**src/rtl/instr_fetch.sv**
```systemverilog
// Instruction fetch controller: samples the PC, issues a held read request to
// instruction memory, latches the returned word for decode and pulses the PC
// enable once per completed fetch. A read left outstanding too long raises a
// sticky fault.
//
// state | meaning
// IDLE  | post-reset, captures the first PC on the way into REQ
// REQ   | read outstanding, oMemRead high, address frozen
// HOLD  | instruction held in oIR until decode accepts it
// DRAIN | one dead cycle after a flush so the redirected PC settles
// FAULT | memory never answered; parked until reset
module instr_fetch #(
  parameter int unsigned TIMEOUT = 16,
  parameter int unsigned CNT_W   = 8
) (
  input  logic        iClk,
  input  logic        nRst,
  input  logic [31:0] iPC,
  output logic        oPCEn,
  output logic [31:0] oMemAddr,
  output logic        oMemRead,
  input  logic [31:0] iMemData,
  input  logic        iMemRdy,
  output logic [31:0] oIR,
  output logic [31:0] oIRPC,
  output logic        oValid,
  input  logic        iReady,
  input  logic        iFlush,
  output logic        oFault
);

  typedef enum logic [2:0] {
    IDLE  = 3'd0,
    REQ   = 3'd1,
    HOLD  = 3'd2,
    DRAIN = 3'd3,
    FAULT = 3'd4
  } state_t;

  // A zero TIMEOUT disables the watchdog entirely.
  localparam bit TO_EN = (TIMEOUT != 0);
  localparam logic [CNT_W-1:0] CNT_LAST = CNT_W'((TIMEOUT == 0) ? 0 : TIMEOUT - 1);

  state_t            state_q, state_d;
  logic [31:0]       addr_q, addr_d;
  logic [31:0]       ir_q, ir_d;
  logic [31:0]       irpc_q, irpc_d;
  logic              valid_q, valid_d;
  logic              fault_q, fault_d;
  logic [CNT_W-1:0]  cnt_q, cnt_d;

  // State and datapath registers.
  always_ff @(posedge iClk or negedge nRst) begin
    if (!nRst) begin
      state_q <= IDLE;
      addr_q  <= '0;
      ir_q    <= '0;
      irpc_q  <= '0;
      valid_q <= 1'b0;
      fault_q <= 1'b0;
      cnt_q   <= '0;
    end else begin
      state_q <= state_d;
      addr_q  <= addr_d;
      ir_q    <= ir_d;
      irpc_q  <= irpc_d;
      valid_q <= valid_d;
      fault_q <= fault_d;
      cnt_q   <= cnt_d;
    end
  end

  // Next-state and handshake outputs; flush wins over ready/data in every state.
  always_comb begin
    state_d  = state_q;
    addr_d   = addr_q;
    ir_d     = ir_q;
    irpc_d   = irpc_q;
    valid_d  = valid_q;
    fault_d  = fault_q;
    cnt_d    = cnt_q;
    oPCEn    = 1'b0;
    oMemRead = 1'b0;

    unique case (state_q)
      IDLE: begin
        state_d = REQ;
        addr_d  = iPC;
        cnt_d   = '0;
      end
      REQ: begin
        oMemRead = 1'b1;
        if (iFlush) begin
          state_d = DRAIN;
        end else if (iMemRdy) begin
          ir_d    = iMemData;
          irpc_d  = addr_q;
          valid_d = 1'b1;
          oPCEn   = 1'b1;
          state_d = HOLD;
        end else begin
          cnt_d = cnt_q + CNT_W'(1);
          if (TO_EN && (cnt_q == CNT_LAST)) begin
            state_d = FAULT;
            fault_d = 1'b1;
          end
        end
      end
      HOLD: begin
        if (iFlush) begin
          valid_d = 1'b0;
          state_d = DRAIN;
        end else if (iReady) begin
          // PC already advanced on the fetch edge, so iPC is the next address.
          valid_d = 1'b0;
          state_d = REQ;
          addr_d  = iPC;
          cnt_d   = '0;
        end
      end
      DRAIN: begin
        state_d = REQ;
        addr_d  = iPC;
        cnt_d   = '0;
      end
      FAULT: begin
        state_d = FAULT;
      end
      default: begin
        state_d = IDLE;
      end
    endcase
  end

  assign oMemAddr = addr_q;
  assign oIR      = ir_q;
  assign oIRPC    = irpc_q;
  assign oValid   = valid_q;
  assign oFault   = fault_q;

endmodule

```
**config.mk**
```make
export PLATFORM = sky130hd
export DESIGN_NAME = instr_fetch
export DESIGN_NICKNAME = d
export VERILOG_FILES = /design/src/rtl/instr_fetch.sv
export SDC_FILE = /design/constraint.sdc
export NUM_CORES = 1
export LEC_CHECK = 0
export ABC_AREA = 1
export BUFFER_PORTS_ARGS = -buffer_cell sky130_fd_sc_hd__buf_2
export CAP_MARGIN = 40
export CORE_ASPECT_RATIO = 1.1
export CORE_MARGIN = 1.5
export CORE_UTILIZATION = 51
export CTS_BUF_LIST = sky130_fd_sc_hd__clkbuf_8
export CTS_CLUSTER_SIZE = 40
export DETAILED_ROUTE_END_ITERATION = 8
export HOLD_SLACK_MARGIN = 0.05
export PLACE_DENSITY_LB_ADDON = 0.2
export REMOVE_ABC_BUFFERS = 1
export SYNTH_ARGS = -nofsm -noshare
export SYNTH_HDL_FRONTEND = slang
export SYNTH_SLANG_ARGS = --single-unit
```
**constraint.sdc**
```tcl
create_clock -name iClk -period 1.4 [get_ports iClk]
set_input_delay 0 -clock iClk [delete_from_list [all_inputs] [get_ports iClk]]
set_output_delay 0 -clock iClk [all_outputs]
set_load 0.005 [all_outputs]
```
### Word-level counts from Yosys, hierarchy flattened

Cells that the tools add are included.

* bits of input ports: 69
* output and inout port bits: 100
* bits in registers: 109
* logic and storage cells: 56

* bitwise logic cells: 2
* eq/ne operators: 12
* mux-type cells: 23
* reductions and logical operators: 11
* $add $sub $neg: 1

Operator list (count)
* two-way mux 32 bit: 2
* case mux 32 bit (2 select lines): 1
* two-way mux 8 bit: 4
* case mux 8 bit (3 select lines): 1
* two-way mux 3 bit: 5
* case mux 3 bit (4 select lines): 1
* != test 2 bit (second input constant): 5
* adder 8 x 1 -> 8 bit (second input constant): 1
* == test 8 x 4 -> 1 bit (second input constant): 1
* two-way mux 1 bit: 8
* AND reduction 4 bit: 2
* == test 3 x 2 -> 1 bit (second input constant): 2
* AND reduction 3 bit: 2
* AND reduction 5 bit: 1
* != test 4 bit (second input constant): 1
* nonzero test 2 bit: 2
* == test 3 x 1 -> 1 bit (second input constant): 1
* == test 3 bit (second input constant): 1
* zero test 3 bit: 1
* != test 3 bit (second input constant): 1
* nonzero test 3 bit: 1
* NOT 1 bit: 2
* case mux 1 bit (2 select lines): 1
* AND reduction 2 bit: 1
* OR reduction 2 bit: 1

### Longest topological paths before layout

* depth in word-level cells: 5
* depth in mapped cells: 9
* gate-level depth less buffers: 8

### Worst setup path after synthesis

No wires, ideal clock.

* path type: register to register
* start point: register state_q[1]
* end point: register irpc_q[0], in the netlist oIRPC[0]
* clock period less this slack: 1.240 ns
* data arrival time: 1.123 ns
* path buffers: 2
* stages on the path, launching flop included: 9
* slack: 0.160 ns
* library setup time: 0.117 ns
* data required time: 1.283 ns
* cell sequence: dfrtp_1 > inv_2 > nand2_2 > nor2_4 > nand3_2 > buf_2 > buf_2 > nand2_1 > nand2_1

* longest elaborated chain between the ends: 2

Ends and longest elaborated chain
* start, declared: line 44 `state_t state_q, state_d;`
* start signal, assigned: line 63 `state_q <= state_d;`
* == test 3 x 1 -> 1 bit: line 85 `unique case (state_q)`
* AND reduction 3 bit (no source line)
* end signal, assigned: line 66 `irpc_q <= irpc_d;`
* end, declared: line 47 `logic [31:0] irpc_q, irpc_d;`

Every way passes these cells.
A chain may end at the register's enable or synchronous reset.

### Worst setup path in the final report

* start point: register state_q[1]
* end point: output oPCEn

* longest elaborated chain between the ends: 2

Ends and longest elaborated chain
* == test 3 x 1 -> 1 bit: line 85
* two-way mux 1 bit: line 85
* end, declared: line 19 `output logic oPCEn,`

Every way passes these cells.

==> flow_summary.rst <==
.. list-table::
   :header-rows: 1

   * - Metric
     - Value
   * - Run status
     - finished with violations
   * - RePlAce Congestion
     - around 0.81
   * - Most frequent standard cell in the layout excluding fill and tap cells
     - sky130_fd_sc_hd__nand2_1
   * - Worst setup slack after placement
     - ~0.073 ns
   * - Clock sink count
     - roughly 110
   * - Worst endpoint data arrival time
     - between 1 and 1.5 ns
   * - Clock slew seen by the registers of the worst setup and hold paths
     - 0.10 ns
   * - Maximum number of pins on one net before global-route repair
     - 110
   * - Number of different library cells in the post-synthesis netlist
     - 24
   * - Power per unit of standard cell area
     - 1980 mW/mm^2
   * - Layout cell share with drive strength beyond 1
     - between 20% and 30%
   * - Maximum fanout along the worst path
     - 4
   * - Crit-path leading delay family
     - flip-flops
   * - Yosys warns
     - 0
   * - Post-Syn Area per Cell
     - about 8.7 um^2
   * - Die footprint
     - a little over 0.009 mm^2
   * - First DRT Iteration DRCs
     - roughly 220
   * - Post-synthesis cell count
     - around 500
   * - Count of state elements after synthesis
     - 109
   * - Clk buf depth
     - 2
   * - Crit end category
     - output port
   * - Highest-count cells in the layout ignoring fill and taps
     - sky130_fd_sc_hd__nand2_1 (286), sky130_fd_sc_hd__buf_2 (167), sky130_fd_sc_hd__dfrtp_1 (108)
   * - Leakage power of the design
     - around 3.6 nW
   * - DRC violations left
     - 0
   * - Placeable Area
     - between 0.008 and 0.009 mm^2
   * - Global routing usage summed across all routing layers
     - between 20% and 30%
   * - Clk Latency, worst-skew pair
     - between 0.3 and 0.4 ns
   * - Cell Area, Synth
     - between 0.004 and 0.005 mm^2
   * - Time the final worst path needs with I/O delays and setup
     - ~1.4 ns
   * - # port buffers
     - 168
   * - Buffers plus inverters on the worst setup path
     - 4
   * - Number of nets with antenna violations after routing
     - 0
   * - Net count, final
     - 826
   * - Total number of vias
     - 4,353
   * - Layout Skew
     - roughly 0.010 ns
   * - Unrepaired setup endpoints after global routing
     - yes
   * - Antenna diode instance count
     - 0
   * - Width of the die
     - between 90 and 100 um
   * - Type of element launching the critical path
     - flip-flop
   * - Wire length per cell after detailed routing
     - approximately 15 um
   * - Clk root buf
     - sky130_fd_sc_hd__clkbuf_8
   * - Wire length of the first global-routing pass
     - 20,200 um
   * - Row count
     - 35
   * - R2R setup slack
     - 0.03 ns
   * - Number of buffers created by CTS
     - 9
   * - Slew HR
     - slightly above 60%
   * - Type of the setup path with the least slack
     - flip-flop to output port
   * - Synth-to-Final Area Change
     - 45.8%
   * - Floorplan die height
     - between 100 and 150 um
   * - Count of filler cells inserted in the layout
     - ~570
   * - Post-detailed-placement half-perimeter wirelength
     - around 7600 um
   * - Worst setup margin
     - -0.0123 ns
   * - Largest vdd supply drop
     - about 1300 uV
   * - Max Fclk
     - between 0.7 and 0.8 GHz
   * - Total length of routed wires
     - ~13,000 um
   * - Sequential element share of the synthesized area
     - 61.5%
   * - Initial antenna violation count
     - 0
   * - Worst slew pin tran
     - ~0.57 ns
   * - Data required time of the worst path
     - ~1.4 ns
   * - Failing checks
     - setup timing
   * - Vias in the first global route
     - between 4,000 and 5,000
   * - CP max-delay cell
     - sky130_fd_sc_hd__dfrtp_1
   * - Initial standard-cell utilization of the core
     - 52.8%
   * - Hold WC Path Type
     - input port to flip-flop
   * - Detailed Routing Iterations Pass 1
     - 4
   * - Post-detailed-route via-to-cell ratio
     - 5.00
   * - Worst stage delay on the critical path
     - 0.40 ns
   * - Count of boundary I/O pins
     - 169
   * - Fin. Hold Viols
     - 0
   * - TritonCTS clock tree
     - built
   * - Maximum level of the CTS H-tree
     - 3
   * - MaxCap Viol Count
     - 0
   * - Cell chain of the critical path
     - inv_2 > nand2_4 > nor2_4 > nand3_4 > inv_4 > buf_12 > buf_6
   * - Number of max-slew violations in the final report
     - 0
   * - Final count of negative-setup-slack endpoints
     - 1
   * - Final worst path period share
     - 101%
   * - Post-layout utilization of the core
     - 76.9%
   * - Total congestion overflow after global routing
     - 0
[report_power, final]
| group | switching, mW | internal (mW) |
|---|---|---|
| Combinational | 2.90 | 2.53 |
| Clock | 1.09 | 0.708 |
| Sequential | 0.942 | 4.61 |
| Total | 4.93 | 7.85 |
[logic make-up after synthesis]
| family | after synthesis | share of synthesized area, % |
|---|---|---|
| xor gates and xnor gates | 2 | 0.395 |
| adders and majority gates | 1 | 0.282 |
| buffers and inverters | 35 | 4.57 |
| AOI/OAI and AO/OA | 11 | 1.52 |
| and+or+nand+nor | 352 | 31.8 |
| DFF | 109 | 61.5 |
[registers in the layout, indices dropped and copies added, names as in the netlist]
name      count
oIR          32
oValid        1
oFault        1
oIRPC        32
oMemAddr     32
cnt_q         8
state_q       3
[area by class of cell]
type	instances	area (um^2)	share of cell area, %
Inverter	11	48.8	0.754
Multi-Input combinational cell	366	1530	23.6
Clock inverter	5	48.8	0.754
Clock buffer	10	138	2.13
Tap cell	111	139	2.15
Timing Repair Buffer	259	1840	28.4
Sequential cell	109	2730	42.2
[cells in the mapped netlist]
master                     count  area share (%)
sky130_fd_sc_hd__dfrtp_1     109              61
sky130_fd_sc_hd__nor2_1       12             1.0
sky130_fd_sc_hd__nand3_1      42             4.7
sky130_fd_sc_hd__o211ai_2      1            0.28
sky130_fd_sc_hd__buf_2        15             1.7
sky130_fd_sc_hd__nor2_2        1            0.14
sky130_fd_sc_hd__nand3b_1      2            0.34
sky130_fd_sc_hd__nand2_2       3            0.42
sky130_fd_sc_hd__or2_1         1            0.14
sky130_fd_sc_hd__o31ai_1       1            0.17
sky130_fd_sc_hd__o21ai_1       2            0.23
sky130_fd_sc_hd__nor3_1        2            0.23
sky130_fd_sc_hd__nand2_1     287              24
sky130_fd_sc_hd__inv_2         4            0.34
sky130_fd_sc_hd__o21ai_0       5            0.56
sky130_fd_sc_hd__nor2_4        1            0.25
sky130_fd_sc_hd__buf_4         4            0.68
sky130_fd_sc_hd__ha_1          1            0.28
sky130_fd_sc_hd__o21bai_1      1            0.17
sky130_fd_sc_hd__buf_6         5             1.3
sky130_fd_sc_hd__nand3_2       1            0.23
sky130_fd_sc_hd__inv_1         7            0.59
sky130_fd_sc_hd__xor2_1        2            0.39
sky130_fd_sc_hd__a21oi_1       1            0.11
[what timing repair did]
item                                    CTS  global route
buffers inserted                          4             2
pin swaps                                 1             2
hold buffers                             67             0
gates cloned                              1             2
hold endpoints to repair                176             0
endpoints found under the setup margin    1           106
gates resized for setup                   5            10
[per-layer routing]
metal,part of all wire (%),global-route usage [%]
met1,40,34.3
met3,6.0,5.81
met5,0,0
met2,52,50.4
met4,1.5,8.28
[through the flow]
step                      total power, mW  TNS (ns)  instance area (um^2)  std cells  hold WS [ns]
after floorplan                      7.67    -73.73                  4280        486        -0.296
after global placement               10.3         0                  5460        780         0.120
after detailed placement             10.5         0                  5460        780         0.127
after CTS                            12.6    -0.260                  6390        867        0.0808
after global routing                 13.7    -0.774                  6470        871         0.135
final                                12.8   -0.0123                  6470        871         0.117
[worst min-delay path: stages]
cell and delay [ns]:
sky130_fd_sc_hd__buf_2 0.12, sky130_fd_sc_hd__or2_1 0.15, sky130_fd_sc_hd__nand2_2 0.08, sky130_fd_sc_hd__nand3b_1 0.09
[path summary, 6_finish.rpt]
| kind | from | endpoint | cells after the start |
|---|---|---|---|
| min | iMemRdy | state_q[1]$_DFFE_PN0P_ | 4 |
| max reg2reg | state_q[1]$_DFFE_PN0P_ | oValid$_DFFE_PN0P_ | 9 |
| min in group asynchronous | nRst | oIR[27]$_DFFE_PN0P_ | 3 |
| min reg2reg | oFault$_DFFE_PN0P_ | oFault$_DFFE_PN0P_ | 2 |
| max | state_q[1]$_DFFE_PN0P_ | oPCEn | 7 |
| max in group asynchronous | nRst | oIRPC[13]$_DFFE_PN0P_ | 3 |
Note: power is estimated with default switching activity, not from simulation.
